--- config.mk ---
export PLATFORM = sky130hd
export DESIGN_NAME = mc_ctrl_fsm
export DESIGN_NICKNAME = d
export VERILOG_FILES = /design/src/rtl/mc_ctrl_fsm.sv
export SDC_FILE = /design/constraint.sdc
export NUM_CORES = 1
export LEC_CHECK = 0
export ABC_CLOCK_PERIOD_IN_PS = 3350
export CAP_MARGIN = 20
export CORE_MARGIN = 3
export CORE_UTILIZATION = 30
export DETAILED_ROUTE_END_ITERATION = 8
export PLACE_DENSITY = 0.66
export SKIP_LAST_GASP = 1
export SLEW_MARGIN = 25
export SYNTH_ARGS = -nofsm -noshare
export SYNTH_HDL_FRONTEND = slang
export SYNTH_SLANG_ARGS = --single-unit
export TNS_END_PERCENT = 30
--- constraint.sdc ---
create_clock -name clk -period 3.35 [get_ports clk]
set_input_delay 0.67 -clock clk [delete_from_list [all_inputs] [get_ports clk]]
set_output_delay 0.67 -clock clk [all_outputs]
set_load 0.02 [all_outputs]
--- src/rtl/mc_ctrl_fsm.sv ---
// mc_ctrl_fsm: multicycle ARM-subset sequencer with NZCV flags; define MC_MEMREADY_EN for MemReady wait states
module mc_ctrl_fsm (
  input  logic       clk,
  input  logic       reset,
  input  logic [1:0] Op,
  input  logic [5:0] Funct,
  input  logic [3:0] Cond,
  input  logic [3:0] ALUFlags,
  input  logic [1:0] FlagW,
  input  logic       NoWrite,
  input  logic       PCS,
`ifdef MC_MEMREADY_EN
  input  logic       MemReady,
`endif
  output logic       PCWrite,
  output logic       AdrSrc,
  output logic       MemWrite,
  output logic       IRWrite,
  output logic       RegWrite,
  output logic [1:0] ResultSrc,
  output logic       ALUSrcA,
  output logic [1:0] ALUSrcB,
  output logic       ALUOp,
  output logic [3:0] Flags,
  output logic [3:0] State
);
  localparam logic [3:0] FETCH = 4'd0, DECODE = 4'd1, MEMADR = 4'd2, MEMREAD = 4'd3, MEMWB = 4'd4,
                         MEMWRITE = 4'd5, EXECUTER = 4'd6, EXECUTEI = 4'd7, ALUWB = 4'd8, BRANCH = 4'd9;
  logic [3:0] state_q, state_d, flags_q, flags_d;
  logic       cond_ex, ready, exec, n, z, c, v;
  logic       unused_funct;
  assign unused_funct = ^Funct[4:1];
`ifdef MC_MEMREADY_EN
  assign ready = MemReady;
`else
  assign ready = 1'b1;
`endif
  assign {n, z, c, v} = flags_q;
  assign Flags = flags_q;
  assign State = state_q;
  assign exec = (state_q == EXECUTER) || (state_q == EXECUTEI);
  always_comb begin
    case (Cond)
      4'b0000: cond_ex = z;
      4'b0001: cond_ex = !z;
      4'b0010: cond_ex = c;
      4'b0011: cond_ex = !c;
      4'b0100: cond_ex = n;
      4'b0101: cond_ex = !n;
      4'b0110: cond_ex = v;
      4'b0111: cond_ex = !v;
      4'b1000: cond_ex = c & !z;
      4'b1001: cond_ex = !c | z;
      4'b1010: cond_ex = n == v;
      4'b1011: cond_ex = n != v;
      4'b1100: cond_ex = !z & (n == v);
      4'b1101: cond_ex = z | (n != v);
      4'b1110: cond_ex = 1'b1;
      default: cond_ex = 1'b0;
    endcase
  end
  always_ff @(posedge clk) begin
    if (reset) begin
      state_q <= FETCH;
      flags_q <= 4'b0000;
    end else begin
      state_q <= state_d;
      flags_q <= flags_d;
    end
  end
  always_comb begin
    flags_d = {exec && FlagW[1] ? ALUFlags[3:2] : flags_q[3:2],
               exec && FlagW[0] ? ALUFlags[1:0] : flags_q[1:0]};
  end
  always_comb begin
    state_d = FETCH;
    case (state_q)
      FETCH:              state_d = ready ? DECODE : FETCH;
      DECODE:             state_d = !cond_ex ? FETCH :
                                    Op == 2'b01 ? MEMADR :
                                    Op == 2'b00 ? (Funct[5] ? EXECUTEI : EXECUTER) :
                                    Op == 2'b10 ? BRANCH : FETCH;
      MEMADR:             state_d = Funct[0] ? MEMREAD : MEMWRITE;
      MEMREAD:            state_d = ready ? MEMWB : MEMREAD;
      MEMWRITE:           state_d = ready ? FETCH : MEMWRITE;
      EXECUTER, EXECUTEI: state_d = NoWrite ? FETCH : ALUWB;
      default:            state_d = FETCH;
    endcase
  end
  always_comb begin
    PCWrite   = 1'b0;
    AdrSrc    = 1'b0;
    MemWrite  = 1'b0;
    IRWrite   = 1'b0;
    RegWrite  = 1'b0;
    ResultSrc = 2'b00;
    ALUSrcA   = 1'b0;
    ALUSrcB   = 2'b00;
    ALUOp     = 1'b0;
    case (state_q)
      FETCH: begin
        IRWrite   = ready;
        PCWrite   = ready;
        ALUSrcA   = 1'b1;
        ALUSrcB   = 2'b10;
        ResultSrc = 2'b10;
      end
      DECODE: begin
        ALUSrcA   = 1'b1;
        ALUSrcB   = 2'b10;
        ResultSrc = 2'b10;
      end
      MEMADR:   ALUSrcB = 2'b01;
      MEMREAD:  AdrSrc = 1'b1;
      MEMWB: begin
        ResultSrc = 2'b01;
        RegWrite  = !PCS;
        PCWrite   = PCS;
      end
      MEMWRITE: begin
        AdrSrc   = 1'b1;
        MemWrite = 1'b1;
      end
      EXECUTER: ALUOp = 1'b1;
      EXECUTEI: begin
        ALUSrcB = 2'b01;
        ALUOp   = 1'b1;
      end
      ALUWB: begin
        RegWrite = !PCS;
        PCWrite  = PCS;
      end
      BRANCH: begin
        ALUSrcB   = 2'b01;
        ResultSrc = 2'b10;
        PCWrite   = 1'b1;
      end
      default: ;
    endcase
  end
endmodule

**Yosys cells after proc, flatten, opt, wreduce, memory -nomap -nowiden**

Index checks and enable logic that the tools add are counted.

- Register bits after elaboration: 8
- Logic and storage cells: 70
- Output and inout bits: 19

- Bitwise operators: 4
- Reductions and logical operators: 18
- Equal/unequal tests: 27
- Mux-type cells: 18

Operators by type and width:

| operator | count |
|---|---|
| $eq 4x4->1 const B | 9 |
| $eq 4x3->1 const B | 8 |
| $mux 4 | 5 |
| $pmux 4 s5 | 1 |
| $eq 4x2->1 const B | 4 |
| $pmux 1 s15 | 1 |
| $reduce_or 2->1 | 5 |
| $eq 4x1->1 const B | 2 |
| $logic_not 4->1 | 2 |
| $pmux 2 s2 | 2 |
| $mux 1 | 7 |
| $reduce_or 3->1 | 2 |
| $logic_not 1->1 | 5 |
| $mux 3 | 1 |
| $and 1x1->1 | 2 |
| $eq 2x1->1 const B | 1 |
| $eq 2x2->1 const B | 1 |
| $logic_and 1x1->1 | 2 |
| $logic_not 2->1 | 1 |
| $or 1x1->1 | 2 |
| $pmux 1 s2 | 1 |
| $eq 1x1->1 | 1 |
| $logic_or 1x1->1 | 1 |
| $ne 1x1->1 | 1 |

**Depth between registers and ports, before layout**

Gate-level depths: netlist of run 1.

- Word-level depth: 6
- Depth in mapped cells: 6
- Mapped depth without buffers: 5

**Worst setup path after synthesis of run 1**

No wires, ideal clock.

- Kind: register to output
- Start point: register state_q[0], in the netlist State[0]
- End point: output PCWrite
- Arrival time: 2.005 ns
- Setup slack: 0.675 ns
- Stages on the path, launching flop included: 5
- Path through: dfxtp_1 -> clkbuf_1 -> nor2b_1 -> nor2b_1 -> a2111oi_0

- Cells in the longest elaborated chain, start to end: 3

RTL lines:

| what | RTL line | source |
|---|---|---|
| start: declaration | 29 | `logic [3:0] state_q, state_d, flags_q, flags_d;` |
| start signal: assignment | 67 | `state_q <= state_d;` |
| $eq 4x4->1 (tied with other cells) | 100 | `case (state_q)` |
| $reduce_or 2->1 (no source line) | - |  |
| $pmux 1 s2 * | 100 |  |
| end: declaration | 15 | `output logic PCWrite,` |

Mark *: on every way between the ends. The rest lies on a longest branch, timed or not.

**Final worst setup path of run 1**

- Start point: input PCS
- End point: output PCWrite

- Cells in the longest elaborated chain, start to end: 1

RTL lines:

| what | RTL line | source |
|---|---|---|
| start: declaration | 11 | `input logic PCS,` |
| $pmux 1 s2 | 100 |  |

No other way between the ends.

==> flow_summary_export.csv, run 1 <==
group,metric,value,unit
cts,postCtsHoldBufs,0,
hold_path,min_to,"Flags[1]",
setup_path,cp_num_buf_inv,2,
sta,worstMarginPinSlew,0.454,ns
synthesis,syn_avg_cell_area,7.28,um2
setup_path,start_kind,"input port",
detailed_routing,vias_per_cell,5.11,
detailed_routing,firstDrtPassIters,4,
synthesis,synth-edff-count,0,
detailed_routing,post_drt_wl_per_cell,12.5,um
sta,slew_headroom,69.5,%
layout,fin_nets,156,
sta,hold_violations,0,
layout,stdcell_count,160,
floorplan,io_pins,41,
cts,cts_tree,"built",
setup_path,required,2.68,ns
setup_path,arrival,2.28,ns
layout,utilization,49.1,%
synthesis,synthTopCellsByArea,"dfxtp_1 22%, nand2_1 6.3%, nand2b_1 5.2%",
setup_path,path_depth,4,
setup_path,worstReg2RegStart,"Flags[3]",
grt,antenna_found_initial,0,
cts,cts_buffers,3,
synthesis,synth_cell_types,41,
synthesis,synth_area_leader_cell,"dfxtp_1",
placed_design,place_ws,0.345,ns
grt,grt_max_degree,13,
sta,rsz0062_at_grt,"false",
grt,grt_pass1_vias,783,
setup_path,critPathTopFamily,"buffers and inverters",
sta,fin_crit_sh,88.2,%
sta,fin_crit,2.95,ns
synthesis,yosysWarnings,0,
sta,tns,0,ns
setup_path,path_class,"input port to output port",
layout,fillers,243,
hold_path,hold_path_depth,2,
synthesis,syn-cell-area,721,um2
synthesis,synth_top_area_share,22.2,%
hold_path,hp-class,"register to register",
placed_design,portBuffers,36,
floorplan,fp.dieH,55.0,um
synthesis,synthFlopType,"dfxtp_1",
power,p_per_area,242,nW/um2
setup_path,r2r-end,"State[1]",
floorplan,num_rows,17,
sta,fin_ws,0.397,ns
synthesis,synth_commonest_cells,"12 x nand2_1, 8 x dfxtp_1, 7 x a21oi_1",
setup_path,crit_path_start,"PCS",
placed_design,dp_hpwl,1.53,mm
cts,clock_path_buffers,2,
sta,setup_violations,0,
detailed_routing,ant_nets,0,
placed_design,dpl-instance-area,1080,um2
cts,cts_root_buf,"clkbuf_4",
layout,area_delta_synth_final,53.6,%
floorplan,start_util,32.0,%
placed_design,place.gp.congestion,0.787,
cts,clk_pin_slew,0.05,ns
power,power,0.268,mW
placed_design,place_inst,157,
synthesis,synth_nets,121,
grt,grt_pass1_wl,3.14,mm
sta,whs,0.535,ns
setup_path,cp_slowest_stage_delay,0.67,ns
setup_path,crit_fanout,3,
detailed_routing,vias,817,
cts,h-tree-depth,1,
setup_path,cpMostUsedCell,"clkdlybuf4s50_1",
layout,drive_gt1_share,8.33,%
sta,max_freq,339,MHz
synthesis,synthArstFlopShare,0,%
job,cap_violations,0,
status,status,"finished clean",
setup_path,cp_slowest_cell,"clkdlybuf4s50_1",
grt,track_usage,13.9,%
setup_path,path_cells,"clkdlybuf4s50_1, nand2b_1, a2111oi_0, clkdlybuf4s50_1",
power,peakVddDrop,0.000168,V
floorplan,die_area,3030,um2
power,leakagePower,0.372,nW
floorplan,die_w,55.0,um
cts,insertion_delay,0.24,ns
sta,clock_skew,0.00101,ns
layout,design_area,1110,um2
setup_path,ff2ff_setup_slack,1.58,ns
setup_path,r2r_cells,5,
cts,clock-sinks,8,
cts,post_cts_buffers,0,
synthesis,synth.ff_latch_count,8,
detailed_routing,routed_wl,2.00,mm
synthesis,yosysMostFrequentCell,"nand2_1",
layout,antennaDiodeCount,0,
setup_path,endpoint_kind,"output port",
synthesis,yosysSeqAreaShare,22.2,%
hold_path,hp-start,"Flags[1]",
grt,overflow,0,
detailed_routing,drt_iter0_markers,5,
detailed_routing,drc,0,
synthesis,synthCells,99,
floorplan,core_area,2250,um2
cts,cts_resized,0,
sta,drv_slew,0,
state kept, by name (all words and copies together), names as in the netlist:
signal  cells
Flags       4
State       4
how the worst max path moves through the flow:
stage	to	slack, ns
2_1_floorplan	PCWrite	0.67
3_3_place_gp	PCWrite	0.39
3_5_place_dp	PCWrite	0.35
4_1_cts	PCWrite	0.36
5_1_grt	PCWrite	0.26
6_report	PCWrite	0.40
tightest hold or removal path, stage by stage, from the launching register on:
cell     delay, ns
dfxtp_1       0.35
nand2_1       0.08
a21oi_1       0.06
layer usage:
| layer | track usage (%) | up-vias | wire length (um) | part of all wire [%] |
|---|---|---|---|---|
| met3 | 2.68 | 2 | 112 | 5.6 |
| met5 | 0 | - | 0 | 0 |
| met2 | 24.0 | 29 | 946 | 47 |
| met4 | 4.05 | 0 | 8 | 0.40 |
| met1 | 17.2 | 363 | 931 | 47 |
| li1 | - | 423 | - | - |
power breakdown:
group | switching, mW | internal (mW) | total [mW]
clock | 0.0286 | 0.0407 | 0.0693
sequential | 0.00740 | 0.0978 | 0.105
combinational | 0.0427 | 0.0509 | 0.0935
total | 0.0787 | 0.189 | 0.268
logic make-up (layout without fill, tap and decap cells):
group / Yosys count / in the layout / synth area share (%)
buf+inv: 10 / 43 / 6.94
mux: 1 / 1 / 1.39
flops: 8 / 8 / 22.2
xor+xnor: 3 / 3 / 3.65
simple gates: 54 / 54 / 44.4
compound gates: 23 / 23 / 21.4
area by class of cell:
type,count,area [um2],share of cell area [%]
sequential,8,160,14.5
multi-input combinational,81,510,46.1
inverter,3,11.3,1.02
timing repair buffer,37,368,33.2
clock buffer,3,22.5,2.03
tap,28,35.0,3.16
layout by cell type, fill, tap and decap left out, types with 3 or more instances in the layout:
cell	n
clkdlybuf4s50_1	36
a21oi_1	7
nand2b_1	6
nor2b_1	3
nor2_1	4
clkbuf_4	3
nand3_1	5
nor3_1	6
dfxtp_1	8
inv_1	3
o21ai_0	4
nor3b_1	3
nand2_1	12
No activity file was read; power rests on OpenSTA's default activity.
==> inputs of run 2 (changes only) <==
--- a/config.mk
+++ b/config.mk
@@ -5,12 +5,14 @@
 export SDC_FILE = /design/constraint.sdc
 export NUM_CORES = 1
 export LEC_CHECK = 0
+export ABC_AREA = 1
 export ABC_CLOCK_PERIOD_IN_PS = 3350
 export CAP_MARGIN = 20
 export CORE_MARGIN = 3
 export CORE_UTILIZATION = 30
 export DETAILED_ROUTE_END_ITERATION = 8
-export PLACE_DENSITY = 0.66
+export GPL_TIMING_DRIVEN = 0
+export PLACE_DENSITY = 0.67
 export SKIP_LAST_GASP = 1
 export SLEW_MARGIN = 25
 export SYNTH_ARGS = -nofsm -noshare
==> flow_summary_export.csv, run 2 <==
group,metric,value,unit
setup_path,path_class,"register to output port",
sta,fin_ws,0.750,ns
power,pwr-share-comb,38.2,%
floorplan,die_w,53.8,um
detailed_routing,drt_iter0_markers,25,
sta,slew_headroom,75.5,%
placed_design,place_ws,0.795,ns
synthesis,synthTopCellsByArea,"dfxtp_1 23%, nand2_1 19%, nor2_1 14%",
sta,worstMarginPinSlew,0.363,ns
detailed_routing,vias_per_cell,4.60,
setup_path,critPathTopFamily,"buffers and inverters",
power,peakVddDrop,0.000192,V
placed_design,portBuffers,34,
synthesis,synth_cell_types,18,
cts,post_cts_buffers,0,
power,p_per_area,259,nW/um2
layout,fin_nets,186,
status,status,"finished clean",
detailed_routing,vias,869,
job,cap_violations,0,
power,clkPwrFrac,25.5,%
synthesis,synth.ff_latch_count,8,
sta,rsz0062_at_grt,"false",
synthesis,synthFlopType,"dfxtp_1",
power,swShare,32.1,%
detailed_routing,ant_nets,0,
layout,area_delta_synth_final,58.0,%
cts,insertion_delay,0.25,ns
detailed_routing,routed_wl,1.84,mm
grt,grt_max_degree,9,
cts,h-tree-depth,1,
grt,grt_pass1_vias,723,
synthesis,synth-edff-count,0,
detailed_routing,firstDrtPassIters,4,
setup_path,crit_fanout,7,
sta,fin_crit_sh,77.6,%
setup_path,endpoint_kind,"output port",
synthesis,synthCells,125,
synthesis,syn-cell-area,684,um2
grt,antenna_found_initial,0,
synthesis,synth_area_leader_cell,"dfxtp_1",
floorplan,io_pins,41,
floorplan,start_util,33.2,%
sta,setup_violations,0,
synthesis,synth_nets,147,
synthesis,yosysMostFrequentCell,"nand2_1",
layout,drive_gt1_share,9.26,%
cts,clock-sinks,8,
placed_design,place_inst,186,
sta,hold_violations,0,
synthesis,synth_top_area_share,23.4,%
floorplan,core_area,2060,um2
floorplan,num_rows,16,
setup_path,cp_slowest_cell,"clkdlybuf4s50_1",
layout,design_area,1080,um2
layout,antennaDiodeCount,0,
cts,cts_tree,"built",
layout,stdcell_count,189,
power,power_frac_seq,36.3,%
setup_path,cp_num_buf_inv,2,
setup_path,cp_slowest_stage_delay,0.68,ns
cts,cts_buffers,3,
power,power,0.280,mW
sta,whs,0.548,ns
setup_path,arrival,1.93,ns
hold_path,hp-class,"register to register",
sta,max_freq,385,MHz
layout,utilization,52.4,%
synthesis,yosysSeqAreaShare,23.4,%
grt,track_usage,13.8,%
sta,tns,0,ns
layout,layout_common_cells,"34 x nand2_1, 34 x clkdlybuf4s50_1, 25 x nor2_1",
cts,cts_resized,0,
sta,drv_slew,0,
synthesis,synthArstFlopShare,0,%
sta,fin_crit,2.60,ns
placed_design,place.gp.congestion,0.815,
power,power.switching,0.0900,mW
cts,postCtsHoldBufs,0,
grt,grt_pass1_wl,2.97,mm
placed_design,dp_hpwl,1.52,mm
detailed_routing,post_drt_wl_per_cell,9.76,um
detailed_routing,drc,0,
power,leakagePower,0.456,nW
power,internal_power,0.190,mW
cts,clock_path_buffers,2,
synthesis,yosysWarnings,0,
setup_path,required,2.68,ns
floorplan,fp.dieH,53.8,um
cts,clk_pin_slew,0.05,ns
grt,overflow,0,
cts,cts_root_buf,"clkbuf_4",
floorplan,die_area,2890,um2
setup_path,start_kind,"register",
synthesis,synth_commonest_cells,"34 x nand2_1, 25 x nor2_1, 18 x inv_1",
layout,fillers,202,
placed_design,dpl-instance-area,1060,um2
setup_path,path_cells,"inv_1, nor2_1, nand2_1, o311ai_0, clkdlybuf4s50_1",
sta,clock_skew,0.00607,ns
synthesis,syn_avg_cell_area,5.48,um2
run 2: cell types whose count changed after synthesis, sizes merged, moves of 3 or more:
| cell | previous run | this run |
|---|---|---|
| nor3 | 6 | 0 |
| nand2b | 6 | 0 |
| nand2 | 12 | 34 |
| nor2b | 3 | 0 |
| nand3 | 5 | 14 |
| o21ai | 6 | 3 |
| inv | 3 | 22 |
| nor3b | 3 | 0 |
| a211oi | 0 | 4 |
| nor4 | 3 | 0 |
| nor2 | 4 | 28 |
| clkbuf | 4 | 0 |
| and2 | 3 | 0 |
run 2: power by group through the flow:
| stage | logic, mW | clock network (mW) | registers (mW) |
|---|---|---|---|
| after floorplan | 0.0544 | 0 | 0.106 |
| after global placement | 0.106 | 0 | 0.104 |
| after detailed placement | 0.108 | 0 | 0.104 |
| after CTS | 0.108 | 0.0732 | 0.102 |
| after global routing | 0.117 | 0.0767 | 0.102 |
| final | 0.107 | 0.0714 | 0.102 |
run 2: cell type report:
class	instances	area, um2	area share [%]
multi-input combinational	93	433	40.0
timing repair buffer	34	340	31.5
sequential	8	160	14.8
inverter	22	82.6	7.64
tap	27	33.8	3.12
clock buffer	3	22.5	2.08
buffer	2	8.76	0.810
run 2: worst min-delay path, stage by stage, from the launching register on:
cell      delay, ns
dfxtp_1        0.33
inv_1          0.09
a211oi_1       0.08
run 2: logic make-up after synthesis:
logic type,Yosys count,synth area share (%)
AOI/OAI and AO/OA,15,14.1
buffers and inverters,24,13.3
DFF,8,23.4
and+or+nand+nor,78,49.2
run 2: path summary, 6_finish.rpt:
kind,start,slack [ns],endpoint,depth (start not counted)
setup / recovery,State[1],0.75,ALUSrcB[0],5
hold / removal,Flags[2],0.55,Flags[2],2
setup reg to reg,State[2],2.00,Flags[1],7
hold reg to reg,Flags[2],0.55,Flags[2],2
run 2: routing by layer:
metal  up-vias  global-route usage [%]  share of wire, %
met3         3                   0.831               5.1
met1       374                    18.8                48
li1        469                       -                 -
met4         0                    7.66               1.4
met2        23                    21.4                46
met5         -                       0                 0
